<file path="config.mk">
export PLATFORM = sky130hd
export DESIGN_NAME = coord_framebuffer_sink
export DESIGN_NICKNAME = d
export VERILOG_FILES = /design/src/rtl/draw_stream_pkg.sv /design/src/rtl/coord_fifo.sv /design/src/rtl/coord_framebuffer_sink.sv
export SDC_FILE = /design/constraint.sdc
export NUM_CORES = 1
export LEC_CHECK = 0
export CAP_MARGIN = 0
export CORE_UTILIZATION = 60
export CTS_CLUSTER_DIAMETER = 100
export CTS_CLUSTER_SIZE = 28
export DETAILED_ROUTE_END_ITERATION = 8
export PLACE_DENSITY = 0.8
export SYNTH_ARGS = -nofsm -noshare
export SYNTH_HDL_FRONTEND = slang
export SYNTH_SLANG_ARGS = --single-unit
</file>
<file path="constraint.sdc">
create_clock -name _clock -period 4.1 [get_ports _clock]
set_input_delay 0.82 -clock _clock [delete_from_list [all_inputs] [get_ports _clock]]
set_output_delay 0.82 -clock _clock [all_outputs]
set_load 0.05 [all_outputs]
</file>
<file path="src/rtl/draw_stream_pkg.sv">
// Types and constants shared by the coordinate generators and the framebuffer sink.
package draw_stream_pkg;

  localparam int COORD_W_DEFAULT = 32;

  typedef logic signed [COORD_W_DEFAULT-1:0] coord_t;

  typedef enum logic [2:0] {
    IDLE  = 3'd0,
    CLEAR = 3'd1,
    RUN   = 3'd2,
    DRAIN = 3'd3,
    DONE  = 3'd4
  } sink_state_t;

endpackage

</file>
<file path="src/rtl/coord_fifo.sv">
// Small synchronous FIFO for packed {x, y} coordinate pairs with a synchronous flush.
module coord_fifo #(
  parameter int DEPTH  = 4,
  parameter int DATA_W = 64,
  localparam int AW    = $clog2(DEPTH)
) (
  input  logic              _clock,
  input  logic              _reset_n,
  input  logic              flush,
  input  logic              push,
  input  logic              pop,
  input  logic [DATA_W-1:0] wr_data,
  output logic [DATA_W-1:0] rd_data,
  output logic              full,
  output logic              empty,
  output logic [AW:0]       count
);

  logic [DATA_W-1:0] mem [DEPTH];
  logic [AW-1:0]     wr_ptr;
  logic [AW-1:0]     rd_ptr;
  logic              push_ok;
  logic              pop_ok;

  assign full    = (count == (AW+1)'(DEPTH));
  assign empty   = (count == '0);
  assign pop_ok  = pop && !empty;
  // A pop in the same cycle frees the slot, so a full FIFO can still take a push.
  assign push_ok = push && (!full || pop_ok);
  assign rd_data = mem[rd_ptr];

  always_ff @(posedge _clock or negedge _reset_n) begin
    if (!_reset_n) begin
      wr_ptr <= '0;
      rd_ptr <= '0;
      count  <= '0;
    end else if (flush) begin
      wr_ptr <= '0;
      rd_ptr <= '0;
      count  <= '0;
    end else begin
      if (push_ok) wr_ptr <= wr_ptr + 1'b1;
      if (pop_ok)  rd_ptr <= rd_ptr + 1'b1;
      case ({push_ok, pop_ok})
        2'b10:   count <= count + 1'b1;
        2'b01:   count <= count - 1'b1;
        default: count <= count;
      endcase
    end
  end

  always_ff @(posedge _clock) begin
    if (push_ok && !flush) mem[wr_ptr] <= wr_data;
  end

endmodule

</file>
<file path="src/rtl/coord_framebuffer_sink.sv">
// Consumes a signed coordinate stream, clips it to a 1-bit framebuffer and plots it.
module coord_framebuffer_sink
  import draw_stream_pkg::*;
#(
  parameter int FB_W       = 16,
  parameter int FB_H       = 16,
  parameter int COORD_W    = COORD_W_DEFAULT,
  parameter int FIFO_DEPTH = 4,
  parameter int CNT_W      = 16
) (
  input  logic                       _clock,
  input  logic                       _reset_n,
  input  logic                       _start,
  input  logic signed [COORD_W-1:0]  _in0,
  input  logic signed [COORD_W-1:0]  _in1,
  input  logic                       _in_valid,
  output logic                       _in_ready,
  input  logic                       _in_done,
  input  logic [$clog2(FB_W)-1:0]    rd_x,
  input  logic [$clog2(FB_H)-1:0]    rd_y,
  output logic                       rd_data,
  output logic [CNT_W-1:0]           plot_count,
  output logic [CNT_W-1:0]           set_count,
  output logic [CNT_W-1:0]           clip_count,
  output logic                       _done
);

  localparam int XW = $clog2(FB_W);
  localparam int YW = $clog2(FB_H);
  localparam int AW = $clog2(FIFO_DEPTH);
  localparam int DW = 2 * COORD_W;

  sink_state_t              state;
  logic [FB_W-1:0]          fb [FB_H];
  logic [YW-1:0]            clr_row;
  logic                     push;
  logic                     pop;
  logic                     fifo_full;
  logic                     fifo_empty;
  logic [AW:0]              fifo_count;
  logic [DW-1:0]            head;
  logic signed [COORD_W-1:0] head_x;
  logic signed [COORD_W-1:0] head_y;
  logic                     in_bounds;
  logic                     old_bit;

  assign pop       = ((state == RUN) || (state == DRAIN)) && !fifo_empty;
  assign _in_ready = (state == RUN) && (!fifo_full || pop);
  assign push      = _in_valid && _in_ready;
  assign _done     = (state == DONE);

  assign head_x = head[DW-1:COORD_W];
  assign head_y = head[COORD_W-1:0];

  // Sign bit rejects negatives; the remaining magnitude is compared against the bound.
  assign in_bounds = !head_x[COORD_W-1] && (head_x[COORD_W-2:0] < (COORD_W-1)'(FB_W)) &&
                     !head_y[COORD_W-1] && (head_y[COORD_W-2:0] < (COORD_W-1)'(FB_H));
  assign old_bit   = fb[head_y[YW-1:0]][head_x[XW-1:0]];

  coord_fifo #(
    .DEPTH  (FIFO_DEPTH),
    .DATA_W (DW)
  ) u_fifo (
    ._clock   (_clock),
    ._reset_n (_reset_n),
    .flush    (_start),
    .push     (push),
    .pop      (pop),
    .wr_data  ({_in0, _in1}),
    .rd_data  (head),
    .full     (fifo_full),
    .empty    (fifo_empty),
    .count    (fifo_count)
  );

  always_ff @(posedge _clock or negedge _reset_n) begin
    if (!_reset_n) begin
      state   <= IDLE;
      clr_row <= '0;
    end else if (_start) begin
      state   <= CLEAR;
      clr_row <= '0;
    end else begin
      case (state)
        CLEAR: begin
          clr_row <= clr_row + 1'b1;
          if (clr_row == YW'(FB_H - 1)) state <= RUN;
        end
        RUN:     if (_in_done) state <= DRAIN;
        DRAIN:   if (fifo_count == '0) state <= DONE;
        default: state <= state;
      endcase
    end
  end

  always_ff @(posedge _clock or negedge _reset_n) begin
    if (!_reset_n) begin
      for (int r = 0; r < FB_H; r++) fb[r] <= '0;
    end else if (!_start) begin
      if (state == CLEAR)
        fb[clr_row] <= '0;
      else if (pop && in_bounds)
        fb[head_y[YW-1:0]][head_x[XW-1:0]] <= 1'b1;
    end
  end

  // Counters saturate at all-ones instead of wrapping.
  always_ff @(posedge _clock or negedge _reset_n) begin
    if (!_reset_n) begin
      plot_count <= '0;
      set_count  <= '0;
      clip_count <= '0;
    end else if (_start) begin
      plot_count <= '0;
      set_count  <= '0;
      clip_count <= '0;
    end else if (pop) begin
      if (in_bounds) begin
        if (plot_count != '1) plot_count <= plot_count + 1'b1;
        if (!old_bit && (set_count != '1)) set_count <= set_count + 1'b1;
      end else if (clip_count != '1) begin
        clip_count <= clip_count + 1'b1;
      end
    end
  end

  always_ff @(posedge _clock or negedge _reset_n) begin
    if (!_reset_n) rd_data <= 1'b0;
    else           rd_data <= fb[rd_y][rd_x];
  end

endmodule

</file>
==> results of run 1 <==
state kept, by name (all words and copies together) (netlist names):
name and count:
plot_count 16, clr_row 4, rd_data 1, u_fifo.count 3, u_fifo.mem 256, u_fifo.wr_ptr 2, clip_count 16, set_count 16
state 3, fb 256, u_fifo.rd_ptr 2
path summary, 6_finish.rpt:
kind	from	endpoint	slack, ps	cells after the start
setup / recovery	u_fifo.rd_ptr[0]	set_count[12]	150	13
hold / removal	_reset_n	fb[221]	190	1
setup reg to reg	u_fifo.rd_ptr[0]	set_count[12]	150	13
hold reg to reg	fb[138]	fb[138]	510	2
max in group asynchronous	_reset_n	fb[60]	2790	2
min in group _clock	fb[138]	fb[138]	510	2
cell type report:
cell class | instances | share of cell area (%)
antenna | 1 | 0.00879
clock buffer | 34 | 2.24
clock inverter | 2 | 0.163
inverter | 14 | 0.198
multi-input combinational | 1242 | 32.7
sequential | 575 | 55.1
tap | 539 | 2.37
timing repair buffer | 214 | 7.28
synthesized netlist by cell type (14+ instances only):
cell / n / area, sq um
sky130_fd_sc_hd__nand2_1: 274 / 1030
sky130_fd_sc_hd__a211oi_1: 15 / 113
sky130_fd_sc_hd__o21ai_0: 163 / 816
sky130_fd_sc_hd__mux2i_1: 83 / 831
sky130_fd_sc_hd__mux4_2: 105 / 2360
sky130_fd_sc_hd__a31oi_1: 16 / 100
sky130_fd_sc_hd__nand4_1: 24 / 150
sky130_fd_sc_hd__a21oi_1: 39 / 195
sky130_fd_sc_hd__nor4_1: 52 / 325
sky130_fd_sc_hd__edfxtp_1: 256 / 7690
sky130_fd_sc_hd__buf_1: 18 / 67.6
sky130_fd_sc_hd__and2_1: 22 / 138
sky130_fd_sc_hd__dfrtp_1: 319 / 7980
sky130_fd_sc_hd__buf_2: 18 / 90.1
sky130_fd_sc_hd__a22o_1: 114 / 998
sky130_fd_sc_hd__clkbuf_1: 63 / 236
sky130_fd_sc_hd__or3_1: 21 / 131
sky130_fd_sc_hd__inv_1: 14 / 52.6
sky130_fd_sc_hd__nor2b_1: 14 / 87.6
sky130_fd_sc_hd__nor2_1: 93 / 349
sky130_fd_sc_hd__nand3_1: 47 / 235
sky130_fd_sc_hd__xor2_1: 25 / 219
repair_timing:
item | in CTS | in global routing
buffers inserted | 0 | 12
resized for setup | 1 | 8
cloned | 0 | 2
setup endpoints to repair | 13 | 13
power groups by stage:
stage,combinational [uW],clock (uW),sequential [uW]
floorplan,168,0,6160
global placement,422,0,6170
detailed placement,432,0,6170
CTS,434,2870,6050
global route,470,3030,6050
finish,437,2860,6050
kinds of logic (layout without fill, tap and decap cells):
kind of cell             Yosys count  count (layout)  synth area share, %
multiplexers                     199             201                 13.1
AND/OR/NAND/NOR                  600             600                 11.1
other                              0               1                    0
flip-flops                       575             575                 61.7
AO/OA/AOI/OAI                    395             395                 10.3
buffers and inverters            122             264                 2.16
adder cells (fa/ha/maj)           12              12                0.620
XOR/XNOR                          34              34                 1.17
worst max-delay path, cell delays in order (launching register included):
cell and delay (ps):
sky130_fd_sc_hd__dfrtp_2 430, sky130_fd_sc_hd__buf_6 230, sky130_fd_sc_hd__mux4_2 690, sky130_fd_sc_hd__nor2b_1 300, sky130_fd_sc_hd__buf_4 220, sky130_fd_sc_hd__a22oi_1 80
sky130_fd_sc_hd__and3_1 200, sky130_fd_sc_hd__a21oi_1 160, sky130_fd_sc_hd__a311oi_1 110, sky130_fd_sc_hd__or4b_1 550, sky130_fd_sc_hd__and2_1 220, sky130_fd_sc_hd__buf_12 180
sky130_fd_sc_hd__or3_1 350, sky130_fd_sc_hd__a21oi_1 140
routing by layer:
metal  part of all wire [%]  wire (microns)  up-vias  GRT usage (%)
met1                     38           26100     9018           43.8
met5                  0.033              23        -              0
li1                       -               -     7597              -
met3                     11            7330      217           6.17
met4                    4.3            2990        4           12.0
met2                     47           32200     1187           49.6
through the flow:
step | worst slack [ps] | instance area (sq um) | instances
finish | 155 | 28500 | 2621
global route | 27.6 | 28500 | 2620
CTS | 26.4 | 28300 | 2606
detailed placement | 68.8 | 27600 | 2570
global placement | 133 | 27600 | 2570
floorplan | 318 | 25400 | 1937
==> impl_summary.log, run 1 <==
[metrics] Vias per Instance: about 7
[metrics] Arr. time, crit path: 4480 ps
[metrics] Mapped Area: about 25000 sq um
[metrics] starting density of the core: between 60% and 70%
[metrics] number of remaining DRC errors: 0
[metrics] clock share of power: between 30% and 40%
[metrics] synth-to-layout area growth: 12.0%
[metrics] average cell area after synthesis: 13.1 sq um
[metrics] flip-flop and latch count after synthesis: between 500 and 600
[metrics] GR Util All Layers: approximately a third
[metrics] combinational power share: under 10%
[metrics] switching power total: just over 2000 uW
[metrics] placed wire-length estimate after detailed placement: around 46000 microns
[metrics] most instantiated flip-flop cell in the synthesis netlist: sky130_fd_sc_hd__dfrtp_1
[metrics] Num CTS Buffers: 24
[metrics] number of buffers on the longest clock path: 3
[metrics] distinct cell type count of the synthesized netlist: just under 60
[metrics] vias in the first global route: about 18000
[metrics] maximum clock frequency: ~250 MHz
[metrics] share of cells above drive strength 1: roughly 12%
[metrics] number of nets produced by synthesis: about 2000
[metrics] commonest non-fill, non-tap cell in the layout: sky130_fd_sc_hd__dfrtp_1
[metrics] via count of the routed design: roughly 18000
[metrics] CTS root buf: sky130_fd_sc_hd__clkbuf_16
[metrics] pin count of the biggest net entering global routing: 90
[metrics] worst setup path class: flip-flop to flip-flop
[metrics] Slew Limit Headroom: between 20% and 30%
[metrics] clock-pin slew reported for the worst setup and hold paths after clock tree synthesis: 110 ps
[metrics] Layout Nets: between 2000 and 2500
[metrics] core region area: approximately 42000 sq um
[metrics] switching share of power: 22.0%
[metrics] post-route core utilization: roughly two thirds
[metrics] count of pins over their slew limit: 0
[metrics] WL per Instance: approximately 26 microns
[metrics] worst clock skew: roughly 25 ps
[metrics] number of placement rows: 75
[metrics] Worst Setup End Kind: flip-flop
[metrics] setup repair after global routing missed its margin: false
[metrics] final RePlAce weighted congestion: between 0.9 and 1
[metrics] Setup TNS: 0 ps
[metrics] die footprint: between 40000 and 50000 sq um
[metrics] fillcell total: roughly 2900
[metrics] actual slew at the worst max-slew pin: ~1200 ps
[metrics] final worst path period need: between 3000 and 4000 ps
[metrics] required time of the worst setup path: between 4000 and 5000 ps
[metrics] highest-count cells in the layout ignoring fill and taps: 318 x sky130_fd_sc_hd__dfrtp_1, 274 x sky130_fd_sc_hd__nand2_1, 256 x sky130_fd_sc_hd__edfxtp_1, 163 x sky130_fd_sc_hd__o21ai_0, 123 x sky130_fd_sc_hd__clkdlybuf4s50_1
[metrics] worst-case vdd ir drop: 0.000681 V
[metrics] leakage power figure: between 0.01 and 0.015 uW
[metrics] count of maximum capacitance violations: 0
[metrics] Worst Hold Class: primary input to asynchronous set/reset pin
[metrics] total power of the final layout: around 9300 uW
[metrics] number of placed I/O pins: 128
[metrics] share of power burned in registers: 64.7%
[metrics] worst skew pair latency: around 610 ps
[metrics] 1st-pass router iterations: 7
[metrics] horizontal extent of the die: around 210 microns
[metrics] power per unit of standard cell area: 328 nW/um^2
[metrics] I/O Buffers: approximately 130
[metrics] Internal Pwr Total: between 7000 and 8000 uW
[metrics] maximum fanout count along the critical path: 28
[metrics] routed wire length: slightly below 70000 microns
[metrics] launching element type of the critical path: flip-flop
[metrics] number of enable-type register cells in the synthesized netlist: roughly 260
[metrics] multi-input gate area in the final layout: slightly above 9000 sq um
[metrics] DRC marker count from the first detailed-route iteration: between 2000 and 2500
[metrics] CTS tree: yes
[metrics] worst hold slack after final layout: 189 ps
[metrics] Async S/R FF share, synth: 55.5%
[metrics] first-pass GRT wire length: about 100000 microns
[metrics] sequential cell area fraction in the yosys report: 61.7%
[metrics] initial antenna violation count: 3
[metrics] Chip Height: around 210 microns
[metrics] number of setup violations in the final report: 0
[metrics] footprint of the flip-flops and latches: between 15000 and 20000 sq um
[metrics] final hold viol count: 0
[metrics] CTS HTree Levels: 1
[metrics] Post-Syn Instances: a little under 2000
[metrics] number of hold-repair buffers added at the cts stage: 0
[metrics] total congestion overflow after global routing: 0
[metrics] total clock sinks: approximately 580
[metrics] fin crit share: a little under 100%
[metrics] status: completed
[metrics] antenna-violating nets left: 0
[metrics] number of warnings issued by yosys: 0
(Power assumes the default switching activity.)
==> run 2, diff against run 1 <==
--- a/config.mk
+++ b/config.mk
@@ -10,6 +10,7 @@
 export CTS_CLUSTER_DIAMETER = 100
 export CTS_CLUSTER_SIZE = 28
 export DETAILED_ROUTE_END_ITERATION = 8
+export MAX_ROUTING_LAYER = met4
 export PLACE_DENSITY = 0.8
 export SYNTH_ARGS = -nofsm -noshare
 export SYNTH_HDL_FRONTEND = slang
==> run 2 against run 1 <==
Compared with the run above:
- wire length hardly changed
- sequential power about the same
- total power about the same
- core utilization is 0.25 points lower
- clock-buffer cell count up 1
- critical path depth grew 1
- register-to-register slack worse by 40 ps
- die area unchanged
- non-clock buffer count shrank 11
- clock skew down 1.2 ps
- via count shrank 1.1%
- largest cell class unchanged
- largest power group unchanged
- highest routed layer is now met4
==> impl_summary.log, run 2 (synthesis results as in run 1) <==
[metrics] worst setup path class: flip-flop to flip-flop
[metrics] commonest non-fill, non-tap cell in the layout: sky130_fd_sc_hd__dfrtp_1
[metrics] number of placed cells counting well taps: 2566
[metrics] number of buffers on the longest clock path: 3
[metrics] clock-pin slew reported for the worst setup and hold paths after clock tree synthesis: around 110 ps
[metrics] routed wire length: just under 70000 microns
[metrics] die footprint: 43200 sq um
[metrics] Largest regs: fb (256), u_fifo.mem (256)
[metrics] placed wire-length estimate after detailed placement: 45700 microns
[metrics] antenna-violating nets left: 0
[metrics] Worst Setup End Kind: flip-flop
[metrics] number of remaining DRC errors: 0
[metrics] final hold viol count: 0
[metrics] post-placement setup slack: around 150 ps
[metrics] Setup TNS: 0 ps
[metrics] starting density of the core: between 60% and 70%
[metrics] count of maximum capacitance violations: 0
[metrics] WL per Instance: ~26 microns
[metrics] fin crit share: 97.2%
[metrics] number of cells on the worst reg-to-reg path: 14
[metrics] combinational power share: roughly 4.6%
[metrics] count of pins over their slew limit: 0
[metrics] number of setup violations in the final report: 0
[metrics] maximum clock frequency: between 200 and 300 MHz
[metrics] Num CTS Buffers: 24
[metrics] total congestion overflow after global routing: 0
[metrics] first-pass GRT wire length: 104000 microns
[metrics] pin count of the biggest net entering global routing: approximately 110
[metrics] final worst path period need: about 4000 ps
[metrics] CTS HTree Levels: 1
[metrics] multi-input gate area in the final layout: ~9300 sq um
[metrics] Layout Nets: 2150
[metrics] maximum fanout count along the critical path: 28
[metrics] worst clock skew: between 20 and 25 ps
[metrics] power per unit of standard cell area: 330 nW/um^2
[metrics] final cell count without fillers: ~2600
[metrics] launching element type of the critical path: flip-flop
[metrics] leakage power figure: ~0.011 uW
[metrics] 1st-pass router iterations: 5
[metrics] post-route core utilization: between 60% and 70%
[metrics] DRC marker count from the first detailed-route iteration: about 1900
[metrics] Slew Limit Headroom: between 20% and 30%
[metrics] status: completed
[metrics] Vias per Instance: 6.82
[metrics] vias in the first global route: around 18000
[metrics] Chip Height: just over 200 microns
[metrics] CTS root buf: sky130_fd_sc_hd__clkbuf_16
[metrics] worst-case vdd ir drop: 0.000429 V
[metrics] required time of the worst setup path: 4640 ps
[metrics] placed inst area: around 27000 sq um
[metrics] number of placed I/O pins: around 130
[metrics] number of hold-repair buffers added at the cts stage: 0
[metrics] setup repair after global routing missed its margin: false
[metrics] final RePlAce weighted congestion: a little under 1
[metrics] switching power total: roughly 2100 uW
[metrics] Internal Pwr Total: roughly 7300 uW
[metrics] fillcell total: a little under 3000
[metrics] Worst Hold Class: primary input to asynchronous set/reset pin
[metrics] synth-to-layout area growth: 11.5%
[metrics] core region area: about 42000 sq um
[metrics] GR Util All Layers: roughly 32%
[metrics] CTS tree: yes
[metrics] footprint of the flip-flops and latches: 15700 sq um
[metrics] share of power burned in registers: 64.7%
[metrics] clock share of power: 30.7%
[metrics] I/O Buffers: ~130
[metrics] Worst R2R Setup Slack: 120 ps
[metrics] Arr. time, crit path: between 4000 and 5000 ps
[metrics] via count of the routed design: 17800
[metrics] share of cells above drive strength 1: between 10% and 20%
[metrics] actual slew at the worst max-slew pin: around 1200 ps
[metrics] total clock sinks: 575
[metrics] horizontal extent of the die: between 200 and 250 microns
[metrics] number of placement rows: 75
[metrics] switching share of power: 22.1%
[metrics] final design area excluding fillers: between 20000 and 30000 sq um
[metrics] post-layout worst setup margin: about 120 ps
[metrics] worst skew pair latency: roughly 620 ps
[metrics] highest-count cells in the layout ignoring fill and taps: 318 x sky130_fd_sc_hd__dfrtp_1, 274 x sky130_fd_sc_hd__nand2_1, 256 x sky130_fd_sc_hd__edfxtp_1, 163 x sky130_fd_sc_hd__o21ai_0, 123 x sky130_fd_sc_hd__clkdlybuf4s50_1
[metrics] initial antenna violation count: 2
-- run 2: cell count changes in the layout (fill, tap and decap cells not counted), sizes merged --
| cell | before | now |
|---|---|---|
| buf | 91 | 80 |
| clkbuf | 34 | 35 |
| clkinv | 1 | 2 |
| clkinvlp | 1 | 0 |
| diode | 1 | 2 |
| inv | 14 | 15 |
| mux4 | 107 | 108 |
-- run 2: final timing paths --
path,startpoint,end
setup / recovery,u_fifo.rd_ptr[1],set_count[7]
hold / removal,_reset_n,fb[141]
setup reg to reg,u_fifo.rd_ptr[1],set_count[7]
hold reg to reg,fb[211],fb[211]
max in group asynchronous,_reset_n,fb[143]
min in group _clock,fb[211],fb[211]
-- run 2: metrics by stage --
step	power [uW]	hold WS, ps
CTS	9380	283
global route	9570	312
finish	9360	235
detailed placement	6600	490
floorplan	6330	458
global placement	6580	477
-- run 2: final cells by class --
cell class | instances | area share, %
diodes | 2 | 0.0177
clock buffers | 35 | 2.26
clock inverters | 3 | 0.168
inverters | 14 | 0.185
multi-input cells | 1243 | 32.8
flip-flops and latches | 575 | 55.3
well taps | 539 | 2.38
repair buffers | 203 | 6.88
-- run 2: power by group through the flow --
stage               clock network [uW]  logic (uW)  registers [uW]
floorplan                            0         168            6160
global placement                     0         415            6170
detailed placement                   0         427            6170
CTS                               2900         428            6050
global route                      3060         459            6050
finish                            2870         432            6050
-- run 2: layer usage --
| layer | up-vias | share of wire (%) | GRT usage, % | wire length (microns) |
|---|---|---|---|---|
| met5 | - | 0 | - | 0 |
| met4 | 0 | 3.5 | 11.1 | 2440 |
| met3 | 187 | 11 | 6.40 | 7240 |
| met2 | 1110 | 48 | 50.6 | 32600 |
| met1 | 8963 | 38 | 43.2 | 26300 |
| li1 | 7571 | - | - | - |
-- run 2: worst max-delay path, stage by stage (launching register included) --
cell	delay (ps)
sky130_fd_sc_hd__dfrtp_1	560
sky130_fd_sc_hd__buf_4	280
sky130_fd_sc_hd__mux4_2	410
sky130_fd_sc_hd__buf_4	180
sky130_fd_sc_hd__nor2b_1	160
sky130_fd_sc_hd__buf_4	260
sky130_fd_sc_hd__a22o_1	180
sky130_fd_sc_hd__a31oi_1	70
sky130_fd_sc_hd__a21oi_1	200
sky130_fd_sc_hd__a311oi_1	110
sky130_fd_sc_hd__or4b_1	550
sky130_fd_sc_hd__and2_1	250
sky130_fd_sc_hd__buf_12	190
sky130_fd_sc_hd__or3_1	350
sky130_fd_sc_hd__a21oi_1	170
-- run 2: repair_timing --
action	4_1_cts	5_1_grt
endpoints found under the setup margin	0	13
buffers inserted	0	5
resized for setup	0	7
